### src/rtl/nonce_tx_arbiter_if.sv
// Handshake bundle between the hasher core array, the nonce arbiter and the
// serial word transmitter.
interface nonce_tx_arbiter_if #(
   parameter int unsigned NUM_CORES  = 4,
   parameter int unsigned DROP_CNT_W = 8
);
   logic [NUM_CORES-1:0]    found_valid;
   logic [32*NUM_CORES-1:0] found_nonce;
   logic                    tx_busy;
   logic [31:0]             tx_word;
   logic                    tx_send;
   logic [NUM_CORES-1:0]    pending;
   logic [DROP_CNT_W-1:0]   drop_count;

   modport master (
      output found_valid, found_nonce, tx_busy,
      input  tx_word, tx_send, pending, drop_count
   );

   modport slave (
      input  found_valid, found_nonce, tx_busy,
      output tx_word, tx_send, pending, drop_count
   );
endinterface

### src/rtl/nonce_tx_arbiter.sv
// Round-robin arbiter feeding golden nonces from NUM_CORES one-deep slots into a
// single serial word transmitter, with a saturating count of overflowed nonces.
module nonce_tx_arbiter #(
   parameter int unsigned NUM_CORES  = 4,
   parameter int unsigned DROP_CNT_W = 8
) (
   input logic               clk,
   input logic               reset,
   nonce_tx_arbiter_if.slave bus
);
   localparam int unsigned PTR_W    = $clog2(NUM_CORES);
   localparam int unsigned DROP_MAX = (1 << DROP_CNT_W) - 1;

   typedef enum logic [1:0] {StIdle, StSend, StWait} state_t;

   state_t                state;
   logic [31:0]           slot [NUM_CORES];
   logic [NUM_CORES-1:0]  pend;
   logic [PTR_W-1:0]      rr_ptr;
   logic [PTR_W-1:0]      grant;
   logic [31:0]           word;
   logic                  send;
   logic [DROP_CNT_W-1:0] drops;

   logic [NUM_CORES-1:0]  clear;
   logic [NUM_CORES-1:0]  drop;
   logic                  found;
   logic [PTR_W-1:0]      winner;
   logic [PTR_W-1:0]      idx;
   logic [DROP_CNT_W-1:0] drops_next;
   int unsigned           ndrop;
   int unsigned           total;

   assign bus.tx_word    = word;
   assign bus.tx_send    = send;
   assign bus.pending    = pend;
   assign bus.drop_count = drops;

   // A slot freed by the transmitter this cycle may be refilled without a drop.
   always_comb begin
      clear = '0;
      if (state == StSend && bus.tx_busy) clear[grant] = 1'b1;
      drop = bus.found_valid & pend & ~clear;
   end

   always_comb begin
      found  = 1'b0;
      winner = rr_ptr;
      idx    = '0;
      for (int k = 1; k <= int'(NUM_CORES); k++) begin
         idx = PTR_W'((int'(rr_ptr) + k) % int'(NUM_CORES));
         if (!found && pend[idx]) begin
            found  = 1'b1;
            winner = idx;
         end
      end
   end

   always_comb begin
      ndrop = 0;
      for (int i = 0; i < int'(NUM_CORES); i++) ndrop += {31'd0, drop[i]};
      total = {{(32 - DROP_CNT_W){1'b0}}, drops} + ndrop;
      if (total > DROP_MAX) total = DROP_MAX;
      drops_next = total[DROP_CNT_W-1:0];
   end

   always_ff @(posedge clk) begin
      if (reset) begin
         state  <= StIdle;
         pend   <= '0;
         rr_ptr <= PTR_W'(NUM_CORES - 1);
         grant  <= '0;
         word   <= '0;
         send   <= 1'b0;
         drops  <= '0;
         for (int i = 0; i < int'(NUM_CORES); i++) slot[i] <= '0;
      end else begin
         for (int i = 0; i < int'(NUM_CORES); i++) begin
            if (bus.found_valid[i] && (!pend[i] || clear[i])) begin
               slot[i] <= bus.found_nonce[32*i +: 32];
            end
         end
         pend  <= bus.found_valid | (pend & ~clear);
         drops <= drops_next;
         case (state)
            StIdle: begin
               if (found && !bus.tx_busy) begin
                  word   <= slot[winner];
                  send   <= 1'b1;
                  grant  <= winner;
                  rr_ptr <= winner;
                  state  <= StSend;
               end
            end
            StSend: begin
               if (bus.tx_busy) begin
                  send  <= 1'b0;
                  state <= StWait;
               end
            end
            StWait: begin
               if (!bus.tx_busy) state <= StIdle;
            end
            default: state <= StIdle;
         endcase
      end
   end
endmodule
### src/flat_wrapper.sv
// flat-port wrapper written by rule: the top's interface ports become plain ports
module nonce_tx_arbiter_flat 
#(
   parameter int unsigned NUM_CORES  = 4,
   parameter int unsigned DROP_CNT_W = 8
)
  (clk, reset, bus_found_valid, bus_found_nonce, bus_tx_busy, bus_tx_word, bus_tx_send, bus_pending, bus_drop_count);
  nonce_tx_arbiter_if #(.NUM_CORES(NUM_CORES), .DROP_CNT_W(DROP_CNT_W)) bus_i ();
  input logic clk;
  input logic reset;
  input wire logic [$bits(bus_i.found_valid)-1:0] bus_found_valid;
  input wire logic [$bits(bus_i.found_nonce)-1:0] bus_found_nonce;
  input wire logic [$bits(bus_i.tx_busy)-1:0] bus_tx_busy;
  output wire logic [$bits(bus_i.tx_word)-1:0] bus_tx_word;
  output wire logic [$bits(bus_i.tx_send)-1:0] bus_tx_send;
  output wire logic [$bits(bus_i.pending)-1:0] bus_pending;
  output wire logic [$bits(bus_i.drop_count)-1:0] bus_drop_count;
  assign bus_i.found_valid = bus_found_valid;
  assign bus_i.found_nonce = bus_found_nonce;
  assign bus_i.tx_busy = bus_tx_busy;
  assign bus_tx_word = bus_i.tx_word;
  assign bus_tx_send = bus_i.tx_send;
  assign bus_pending = bus_i.pending;
  assign bus_drop_count = bus_i.drop_count;
  nonce_tx_arbiter #(.NUM_CORES(NUM_CORES), .DROP_CNT_W(DROP_CNT_W)) u_core (.clk(clk), .reset(reset), .bus(bus_i));
endmodule
### config.mk
export PLATFORM = sky130hd
export DESIGN_NAME = nonce_tx_arbiter_flat
export DESIGN_NICKNAME = d
export VERILOG_FILES = /design/src/rtl/nonce_tx_arbiter_if.sv /design/src/rtl/nonce_tx_arbiter.sv /design/src/flat_wrapper.sv
export SDC_FILE = /design/constraint.sdc
export NUM_CORES = 1
export LEC_CHECK = 0
export CORE_MARGIN = 2
export CORE_UTILIZATION = 55
export DETAILED_ROUTE_END_ITERATION = 6
export PLACE_DENSITY_LB_ADDON = 0.15
export REMOVE_ABC_BUFFERS = 1
export SLEW_MARGIN = 10
export SYNTH_ARGS = -nofsm -noshare
export SYNTH_HDL_FRONTEND = slang
export SYNTH_SLANG_ARGS = --single-unit
### constraint.sdc
create_clock -name clk -period 6.59 [get_ports clk]
set_input_delay 0.659 -clock clk [delete_from_list [all_inputs] [get_ports clk]]
set_output_delay 0.659 -clock clk [all_outputs]
set_load 0.1 [all_outputs]
Word level (Yosys, flattened, before mapping). Memory sizes are Yosys's and may differ from the RTL's. A register that Yosys moved wholly into a read port is not among the register bits. Index checks and enable logic that the tools add are counted.

Bits in latches: 0. Word-level logic and storage cells: 108. RAM bits: 128. ROM bits: 0. Memories: 1. Input port bits: 135. Flip-flop bits (word level): 19. Output and inout port bits: 45.

Memories: u_core.slot (words 4, bits a word 32, rd ports 1, clocked after memory_dff 1, wr ports 4, RTL line nonce_tx_arbiter.sv:17) `logic [31:0] slot [NUM_CORES];`.

Magnitude comparators: 7. $add $sub $neg: 8. Div/mod/pow operators: 0. Muxes and demuxes: 45. Bitwise logic cells: 9. Equal/unequal tests: 5. Shift-type cells: 0. Multiply operators: 0. Reduce and logical (&&, ||, !) cells: 27.

Operator list (number): $mux W32 (4); $add A32 B1 Y32 (2); $add A8 B32 Y32 (1); $gt A32 B8 Y1 const B (1); $mux W1 (25); $lt A2 B3 Y1 const B (5); $mux W2 (7); $and A4 B4 Y4 (3); $logic_and A1 B1 Y1 (10); $bmux W1 S2 (4); $logic_not A1 Y1 (8); $mux W8 (1); $pmux W2 S3 (1); $reduce_and A3 Y1 (2); $add A2 B1 Y2 const B (2); $add A2 B2 Y2 const B (2); $logic_or A1 B1 Y1 (4); $mux W4 (1); $ne A2 B2 Y1 const B (2); $not A4 Y4 (1); $or A1 B1 Y1 (4); $or A4 B4 Y4 (1); $add A1 B1 Y2 (1); $demux W1 S2 (1); 8 further kinds (8).

Logic depth before layout (Yosys ltp). Gate-level depths: netlist of run 1.

Word-level depth: 16. Depth in mapped cells: 13. Gate-level depth less buffers: 12.

Worst setup path after synthesis of run 1. No wires, ideal clock.

Kind: reg2reg. Start point: register u_core.pend[0], in the netlist u_core.bus.pending[0]. End point: register u_core.drops[0], in the netlist u_core.bus.drop_count[0]. Cell stages (with the launch flop): 12. Buffers on the path: 0. Required time: 6.516 ns. Setup slack: 3.011 ns. Period minus slack after synthesis: 3.579 ns. Arrival time: 3.505 ns. Library setup time: 0.074 ns. Cells stage by stage: dfxtp_1 > o21ai_1 > nor2_1 > ha_1 > fa_1 > ha_1 > inv_1 > fa_1 > nand2b_1 > a21oi_1 > nand4_1 > a21oi_1.

Word-level cells in the longest chain between the ends: 8.

Ends and longest elaborated chain: start: declaration (RTL line nonce_tx_arbiter.sv:18) `logic [NUM_CORES-1:0] pend;`; start signal: assignment (RTL line nonce_tx_arbiter.sv:83) `pend <= bus.found_valid | (pend & ~clear);`; $and A4 B4 Y4 * (2 in series) (RTL line nonce_tx_arbiter.sv:43) `drop = bus.found_valid & pend & ~clear;`; $add A1 B1 Y2 * (RTL line nonce_tx_arbiter.sv:61) `for (int i = 0; i < int'(NUM_CORES); i++) ndrop += {31'd0, drop[i]};`; $add A32 B1 Y32 * (2 in series) (RTL line nonce_tx_arbiter.sv:61); $add A8 B32 Y32 * (RTL line nonce_tx_arbiter.sv:62) `total = {{(32 - DROP_CNT_W){1'b0}}, drops} + ndrop;`; $gt A32 B8 Y1 (RTL line nonce_tx_arbiter.sv:63) `if (total > DROP_MAX) total = DROP_MAX;`; $mux W8 * (RTL line nonce_tx_arbiter.sv:63); end signal: assignment (RTL line nonce_tx_arbiter.sv:84) `drops <= drops_next;`; end: declaration (RTL line nonce_tx_arbiter.sv:23) `logic [DROP_CNT_W-1:0] drops;`.

Every way passes the cells marked *; elsewhere a longest branch is shown, timed or not. A chain may end at the register's enable or synchronous reset.

Final worst setup path of run 1.
Start point: input bus_tx_busy. End point: register u_core.drops[2], in the netlist u_core.bus.drop_count[2].

Word-level cells in the longest chain between the ends: 10.

Ends and longest elaborated chain: start: declaration (RTL line flat_wrapper.sv:13) `input wire logic [$bits(bus_i.tx_busy)-1:0] bus_tx_busy;`; $logic_and A1 B1 Y1 * (RTL line nonce_tx_arbiter.sv:42) `if (state == StSend && bus.tx_busy) clear[grant] = 1'b1;`; $mux W4 * (RTL line nonce_tx_arbiter.sv:42); $not A4 Y4 * (RTL line nonce_tx_arbiter.sv:43); $and A4 B4 Y4 * (RTL line nonce_tx_arbiter.sv:43); $add A1 B1 Y2 (RTL line nonce_tx_arbiter.sv:61); $add A32 B1 Y32 (RTL line nonce_tx_arbiter.sv:61); $add A32 B1 Y32 * (RTL line nonce_tx_arbiter.sv:61); $add A8 B32 Y32 * (RTL line nonce_tx_arbiter.sv:62); $gt A32 B8 Y1 (RTL line nonce_tx_arbiter.sv:63); $mux W8 * (RTL line nonce_tx_arbiter.sv:63).

Marks and branches as above.

==> qor.yml, run 1 <==
outcome: "finished, final reports clean"
fin_worst_skew_ns: 0.004980
path_clk_slew_ns: 0.06
ys.flop_type: "edfxtp_1"
dp_hpwl_um: 12910
cts_resized: 0
ys_seq_area_share_pct: 59.71
firstDrtPassIters: 5
portBuffers: 179
cts_made_buffers: 17
synthCells: 657
drc: 0
grt_overflow: 0
final_common_cell: "clkdlybuf4s50_1"
cp.required_ns: 6.94
fin_crit_sh_pct: 58.43
die_h_um: 125.7
antenna_found_initial: 0
core-area_um2: 14480
holdBufCountCts: 0
tightest_slew_ns: 1.250
cts_root_buf: "clkbuf_16"
die-area_um2: 15800
cts_tree: "built"
syn_to_final_growth_pct: 29.15
clock_latency_ns: 0.43
drt-vias-per-instance: 5.807
ir_worst_vdd_v: 0.0001742
start_util_pct: 56.27
post_cts_buffers: 0
finalHoldViolCount: 0
rsz0062_at_grt: "false"
cts.sinks: 179
syn_area_per_cell_um2: 12.40
synth-seq-cells: 179
antenna_cells: 0
drt_iter0_drc: 448
ys.warnings.count: 0
slew_viol_final: 0
most-common-layout-cells: "179 x clkdlybuf4s50_1, 130 x and2_1, 128 x edfxtp_1"
slew_headroom_pct: 16.44
grt_pass1_wl_um: 32010
synth_edf_count: 128
htreeDepth: 4
num_vias: 5853
grt_start_max_net_pins: 33
cts.path.max_buffers: 2
final_nets: 953
p_leak_uw: 0.003982
drv_cap: 0
fp.dieW_um: 125.7
ant_nets: 0
ys_async_sr_fraction_pct: 0
rows: 44
power_uw: 2854
crit_arrival_ns: 4.20
powerDensity_nw_per_um2: 271.2
timing.fmax_ghz: 0.2597
io_pins: 180
place.gp.congestion: 0.8094
setup_tns_ns: 0
cp-start-kind: "input pin"
cp_max_fo: 7
first_global_vias: 6095
syn_area_um2: 8148
routed_wl_um: 20420
layout-drive-gt1-share_pct: 9.466
endpoint_kind: "flip-flop"
setup-violations-final: 0
globalRouteTotalUtil_pct: 26.30
ys_types: 45
crit_type: "in2reg"
period_needed_ns: 3.850
avgRoutedWirePerCell_um: 20.26
hp-class: "reg2reg"
regToRegSetupSlack_ns: 3.13
## kinds of logic after synthesis
family / Yosys count / synth area share [%]
simple gates: 246 / 17.60
fa+ha+maj: 7 / 1.259
flops: 179 / 59.71
xor+xnor: 4 / 0.4301
compound gates: 128 / 13.13
buf+inv: 59 / 3.701
mux: 34 / 4.177
## layout make-up
| cell class | count | area, um2 |
|---|---|---|
| multi-input cells | 419 | 3038 |
| clock buffers | 26 | 469.2 |
| flip-flops and latches | 179 | 4865 |
| inverters | 11 | 41.29 |
| repair buffers | 183 | 1822 |
| clock inverters | 6 | 57.56 |
| fillers | 986 | 3956 |
| well taps | 184 | 230.2 |
## stage by stage
| stage | hold slack [ns] | setup WS [ns] | cells | utilization [%] | area (um2) |
|---|---|---|---|---|---|
| detailed placement | 0.4608 | 2.301 | 976 | 69.04 | 9996 |
| CTS | 0.4750 | 2.748 | 1008 | 72.68 | 10520 |
| global route | 0.4971 | 2.509 | 1008 | 72.68 | 10520 |
| finish | 0.4717 | 2.740 | 1008 | 72.68 | 10520 |
| global placement | 0.4484 | 2.601 | 976 | 69.04 | 9996 |
| floorplan | 0.4813 | 2.260 | 609 | - | 7888 |
## final timing paths
path / depth (start not counted) / startpoint / endpoint
hold / removal: 2 / u_core.bus.tx_word[24] / u_core.bus.tx_word[24]
hold reg to reg: 2 / u_core.bus.tx_word[24] / u_core.bus.tx_word[24]
setup reg to reg: 12 / u_core.state[0] / u_core.bus.drop_count[2]
setup / recovery: 13 / bus_tx_busy / u_core.bus.drop_count[2]
## worst max-delay path: stages
cell	delay [ns]
clkdlybuf4s50_1	0.60
nand4bb_1	0.17
o21ai_1	0.24
nor2_1	0.07
ha_1	0.31
fa_1	0.52
ha_1	0.17
inv_1	0.05
fa_1	0.40
nand2b_1	0.21
a21oi_1	0.32
nand4_1	0.27
a21oi_1	0.21
## state kept, by name (all words and copies together) (netlist names)
signal / flops
u_core.bus.tx_word: 32
u_core.bus.drop_count: 8
u_core.slot: 128
u_core.bus.pending: 4
u_core.grant: 2
u_core.state: 2
u_core.bus.tx_send: 1
u_core.rr_ptr: 2
## where the power goes
part / internal (uW) / total (uW) / switching [uW]
logic: 200 / 578 / 378
clock network: 528 / 935 / 407
registers: 1300 / 1340 / 39.7
total: 2030 / 2850 / 824
## Yosys cell counts, drive strengths merged, types with 8 or more instances
library cell | instances | area [um2]
mux2i | 34 | 340.3
o211ai | 32 | 399.1
inv | 11 | 41.29
a21oi | 13 | 65.06
a21o | 33 | 247.7
o31ai | 31 | 232.7
o21ai | 8 | 40.03
dfxtp | 51 | 1021
and2 | 131 | 819.5
nand2 | 38 | 145.1
edfxtp | 128 | 3844
nand4 | 32 | 200.2
nand2b | 9 | 56.30
nor2 | 20 | 85.08
clkbuf | 34 | 132.6
buf | 14 | 127.6
## metal layers
layer  GRT usage (%)  wire, um
met5               0         0
met4           9.346       410
met3           4.758      1205
met2           44.74     10270
met1           34.05      8532
No activity file was read; power rests on OpenSTA's default activity.
==> inputs of run 2 (changes only) <==
--- a/config.mk
+++ b/config.mk
@@ -6,7 +6,7 @@
 export NUM_CORES = 1
 export LEC_CHECK = 0
 export CORE_MARGIN = 2
-export CORE_UTILIZATION = 55
+export CORE_UTILIZATION = 51
 export DETAILED_ROUTE_END_ITERATION = 6
 export PLACE_DENSITY_LB_ADDON = 0.15
 export REMOVE_ABC_BUFFERS = 1
==> constraint.sdc (replaced) <==
create_clock -name clk -period 3.9 [get_ports clk]
set_input_delay 0.39 -clock clk [delete_from_list [all_inputs] [get_ports clk]]
set_output_delay 0.39 -clock clk [all_outputs]
set_load 0.1 [all_outputs]
==> run 2 against run 1 <==
  * Largest cell class unchanged
  * Final cell count is 3.7% higher
  * Total power is 73% higher
  * Die area is 7.6% higher
  * Global-route usage is 1.7 points lower
  * Hold slack worse by 0.0052 ns
  * Register-to-register slack worse by 2.6 ns
  * Sequential power is 69% higher
  * First-iteration DRC count is 22% higher
  * Via count is 2.2% lower
  * Utilization is 5.1 points lower
  * Combinational power is 70% higher
  * Cell area is 1.2% higher
==> qor.yml, run 2 (synthesized netlist as in run 1, its figures left out) <==
cp-start-kind: "flip-flop"
place.gp.congestion: 0.8237
power_uw: 4944
htreeDepth: 4
area.sequential_um2: 4865
switching_share_pct: 28.37
hp-class: "reg2reg"
holdCritStartpoint: "u_core.bus.tx_word[11]"
antenna_cells: 0
cts_root_buf: "clkbuf_16"
reg2reg_to: "u_core.bus.drop_count[1]"
rsz0062_at_grt: "false"
multiInputGateArea_um2: 3038
setup-violations-final: 0
powerDensity_nw_per_um2: 464.2
portBuffers: 179
fin_hold_ws_ns: 0.4665
die-area_um2: 17000
fin_cells: 1045
cp_max_fo: 8
post_cts_buffers: 0
layout-drive-gt1-share_pct: 10.13
drv_cap: 0
cts_tree: "built"
endpoint_kind: "flip-flop"
r2r_start: "u_core.state[1]"
power_frac_seq_pct: 45.8
num_vias: 5722
cts.path.max_buffers: 2
timing.fmax_ghz: 0.2949
cp.required_ns: 4.25
period_needed_ns: 3.391
final_common_cell: "clkdlybuf4s50_1"
clock_latency_ns: 0.43
grt_start_max_net_pins: 33
outcome: "finished, final reports clean"
regToRegSetupSlack_ns: 0.51
slew_viol_final: 0
globalRouteTotalUtil_pct: 24.60
crit_arrival_ns: 3.74
die_h_um: 130.4
dp_hpwl_um: 13090
holdBufCountCts: 0
cts.sinks: 179
grt_pass1_wl_um: 31380
grt_overflow: 0
critical_path.max_stage_delay_ns: 0.51
p_leak_uw: 0.004029
ir_worst_vdd_v: 0.0003344
cts_made_buffers: 17
combPwrFrac_pct: 19.8
regMostFlops: "u_core.slot"
crit_type: "reg2reg"
fill_cells: 1160
setup_tns_ns: 0
dpl.cell_count: 1013
firstDrtPassIters: 5
rows: 46
finalHoldViolCount: 0
largest_register_ffs: 128
routed_wl_um: 20700
p_switching_uw: 1403
core-area_um2: 15770
cts_resized: 0
worst_hold_path.endpoint: "u_core.bus.tx_word[11]"
ant_nets: 0
fin_crit_sh_pct: 86.96
cpMaxStageDelayCell: "fa_1"
p_clk_share_pct: 34.4
path_clk_slew_ns: 0.06
whs_path_depth: 2
p_int_uw: 3541
avgRoutedWirePerCell_um: 19.81
fp.dieW_um: 130.4
r2r_cells: 12
drt-vias-per-instance: 5.476
slew_headroom_pct: 14.54
antenna_found_initial: 1
most-common-layout-cells: "179 x clkdlybuf4s50_1, 130 x and2_1, 128 x edfxtp_1"
drt_iter0_drc: 548
io_pins: 180
worstPathCellList: "nand4bb_1, o21ai_1, nor2_1, ha_1, fa_1, ha_1, inv_1, fa_1, nand2b_1, a21oi_1, nand4_1, a21oi_1"
syn_to_final_growth_pct: 30.71
first_global_vias: 5852
final_nets: 958
drc: 0
start_util_pct: 51.67
fin_worst_skew_ns: 0.009901
tightest_slew_ns: 1.279
## run 2: area by class of cell
class                   instances  area share [%]
repair buffers                188           17.46
multi-input cells             419           28.52
flip-flops and latches        179           45.68
clock buffers                  21           4.135
inverters                      11          0.3877
well taps                     216           2.538
clock inverters                11           1.281
## run 2: how the worst max path moves through the flow
stage / startpoint / to / slack [ns] / cells after the start
after floorplan: u_core.bus.pending[2] / u_core.rr_ptr[0] / -0.43 / 5
after global routing: u_core.state[1] / u_core.bus.drop_count[1] / 0.26 / 12
after global placement: bus_tx_busy / u_core.bus.drop_count[0] / 0.28 / 13
final: u_core.state[1] / u_core.bus.drop_count[1] / 0.51 / 12
after detailed placement: bus_tx_busy / u_core.bus.drop_count[1] / 0.1 / 13
after CTS: u_core.state[1] / u_core.bus.drop_count[1] / 0.52 / 12
## run 2: routing by layer
| metal | vias to the layer above | wire, um | track usage [%] |
|---|---|---|---|
| li1 | 2706 | - | - |
| met4 | 2 | 263 | 6.571 |
| met2 | 186 | 10360 | 42.75 |
| met3 | 24 | 1127 | 4.316 |
| met1 | 2804 | 8933 | 32.19 |
| met5 | - | 13 | 0 |
## run 2: critical path: cells and delay by family (launching register included)
kind,cells,cell delay [ns]
AO/OA/AOI/OAI,3,0.74
adder cells (fa/ha/maj),4,1.37
buffers and inverters,1,0.06
flip-flops,1,0.38
AND/OR/NAND/NOR,4,0.75
## run 2: power by group through the flow
| stage | Clock (uW) | Combinational, uW | Sequential [uW] |
|---|---|---|---|
| 6_report | 1700 | 981 | 2260 |
| 3_3_place_gp | 0 | 960 | 2300 |
| 3_5_place_dp | 0 | 982 | 2300 |
| 2_1_floorplan | 0 | 339 | 2580 |
| 4_1_cts | 1710 | 988 | 2260 |
| 5_1_grt | 1780 | 1040 | 2280 |
## run 2: stage by stage
| stage | instance area [um2] | worst slack (ns) | utilization [%] |
|---|---|---|---|
| finish | 10650 | 0.5087 | 67.53 |
| detailed placement | 10070 | 0.09988 | 63.88 |
| CTS | 10650 | 0.5245 | 67.53 |
| global route | 10650 | 0.2601 | 67.53 |
| floorplan | 7888 | -0.4297 | - |
| global placement | 10070 | 0.2814 | 63.88 |
==> inputs of run 3 (changes only) <==
--- a/config.mk
+++ b/config.mk
@@ -5,6 +5,7 @@
 export SDC_FILE = /design/constraint.sdc
 export NUM_CORES = 1
 export LEC_CHECK = 0
+export CORE_ASPECT_RATIO = 1.25
 export CORE_MARGIN = 2
 export CORE_UTILIZATION = 51
 export DETAILED_ROUTE_END_ITERATION = 6
==> run 3 against run 2 <==
  * Clock-buffer cell count rose by 2
  * Non-clock buffer count rose by 2
  * Cell area rose by 0.66%
  * Clock power rose by 6%
==> qor.yml, run 3 (synthesized netlist as in run 1, its figures left out) <==
grt_start_max_net_pins: 33
num_vias: 5907
holdBufCountCts: 0
grt_pass1_wl_um: 33080
cp.required_ns: 4.26
timing.fmax_ghz: 0.2945
largest_register_ffs: 128
setup-violations-final: 0
layout-drive-gt1-share_pct: 10.71
endpoint_kind: "flip-flop"
outcome: "finished, final reports clean"
dp_hpwl_um: 13570
critical_path.max_stage_delay_ns: 0.51
cpMaxStageDelayCell: "fa_1"
power_uw: 5061
critPathTopFamily: "adder cells"
cts.sinks: 179
cts_made_buffers: 17
finalCoreUtilization_pct: 68.57
antenna_cells: 0
dpl.cell_count: 1011
period_needed_ns: 3.395
routed_wl_um: 21480
die_h_um: 145.3
rsz0062_at_grt: "false"
clock_latency_ns: 0.44
fin_crit_sh_pct: 87.06
cts_tree: "built"
post_cts_buffers: 0
most-common-layout-cells: "179 x clkdlybuf4s50_1, 130 x and2_1, 128 x edfxtp_1"
drv_cap: 0
design_area_um2: 10720
startpoint: "u_core.state[1]"
slew_headroom_pct: 20.61
ant_nets: 0
cp_max_fo: 8
drt_iter0_drc: 437
portBuffers: 179
dpl-instance-area_um2: 10100
tightest_slew_ns: 1.191
crit_arrival_ns: 3.75
cp-start-kind: "flip-flop"
syn_to_final_growth_pct: 31.57
whs_path_depth: 2
globalRouteTotalUtil_pct: 25.97
rows: 51
drt-vias-per-instance: 5.663
p_leak_uw: 0.004065
final_common_cell: "clkdlybuf4s50_1"
drc: 0
first_global_vias: 6291
htreeDepth: 4
io_pins: 180
r2r_start: "u_core.state[1]"
powerDensity_nw_per_um2: 472.1
finalHoldViolCount: 0
cts_root_buf: "clkbuf_16"
slew_viol_final: 0
cts.path.max_buffers: 2
antenna_found_initial: 0
avgRoutedWirePerCell_um: 20.60
final_nets: 960
fin_cells: 1043
grt_overflow: 0
fp.dieW_um: 117.1
path_buf_inv: 1
reg2reg_to: "u_core.bus.drop_count[2]"
worstPathCellList: "nand4bb_1, o21ai_1, nor2_1, ha_1, fa_1, ha_1, inv_1, fa_1, nand2b_1, a21oi_1, nand4_1, a21oi_1"
holdCritStartpoint: "u_core.bus.tx_word[25]"
core-area_um2: 15630
hp-class: "reg2reg"
r2r_cells: 12
cts_resized: 0
crit_type: "reg2reg"
worst_hold_path.endpoint: "u_core.bus.tx_word[25]"
fin_worst_skew_ns: 0.009850
regToRegSetupSlack_ns: 0.50
fin_hold_ws_ns: 0.4650
regMostFlops: "u_core.slot"
place.gp.congestion: 0.8487
path_clk_slew_ns: 0.06
ir_worst_vdd_v: 0.0003499
die-area_um2: 17010
firstDrtPassIters: 5
start_util_pct: 52.12
-- run 3: final cells by class --
| class | count | area (um2) |
|---|---|---|
| Clock buffer | 23 | 467.9 |
| Clock inverter | 9 | 153.9 |
| Fill cell | 1171 | 4913 |
| Inverter | 11 | 41.29 |
| Multi-Input combinational cell | 419 | 3040 |
| Sequential cell | 179 | 4865 |
| Tap cell | 212 | 265.3 |
| Timing Repair Buffer | 190 | 1887 |
-- run 3: how the worst max path moves through the flow --
stage,slack (ns),to,cells after the start
2_1_floorplan,-0.43,u_core.rr_ptr[0],5
3_3_place_gp,0.25,u_core.bus.drop_count[1],13
3_5_place_dp,0.1,u_core.bus.drop_count[1],13
4_1_cts,0.53,u_core.bus.drop_count[1],12
5_1_grt,0.23,u_core.bus.drop_count[1],12
6_report,0.50,u_core.bus.drop_count[2],12
-- run 3: stage by stage --
stage / setup TNS [ns] / worst slack [ns]
3_3_place_gp: 0 / 0.2496
6_report: 0 / 0.5047
3_5_place_dp: 0 / 0.09928
5_1_grt: 0 / 0.2341
2_1_floorplan: -13.17 / -0.4297
4_1_cts: 0 / 0.5342
-- run 3: per-layer routing --
metal  GRT usage [%]  up-vias  part of all wire, %
met5               0        -                    0
met4           9.353        0                  1.9
met3           6.934       34                  6.3
met2           44.51      221                   52
met1           31.05     2936                   40
li1                -     2716                    -
-- run 3: report_power, final --
part	internal, uW	total (uW)	leakage, uW	switching (uW)
sequential	2200	2260	0.00180	65.5
clock	1110	1800	0.000299	692
combinational	348	999	0.00197	651
-- run 3: tightest hold or removal path, cell delays in order (launching register included) --
cell and delay (ns):
dfxtp_1 0.32, nand2_1 0.06, o211ai_2 0.05
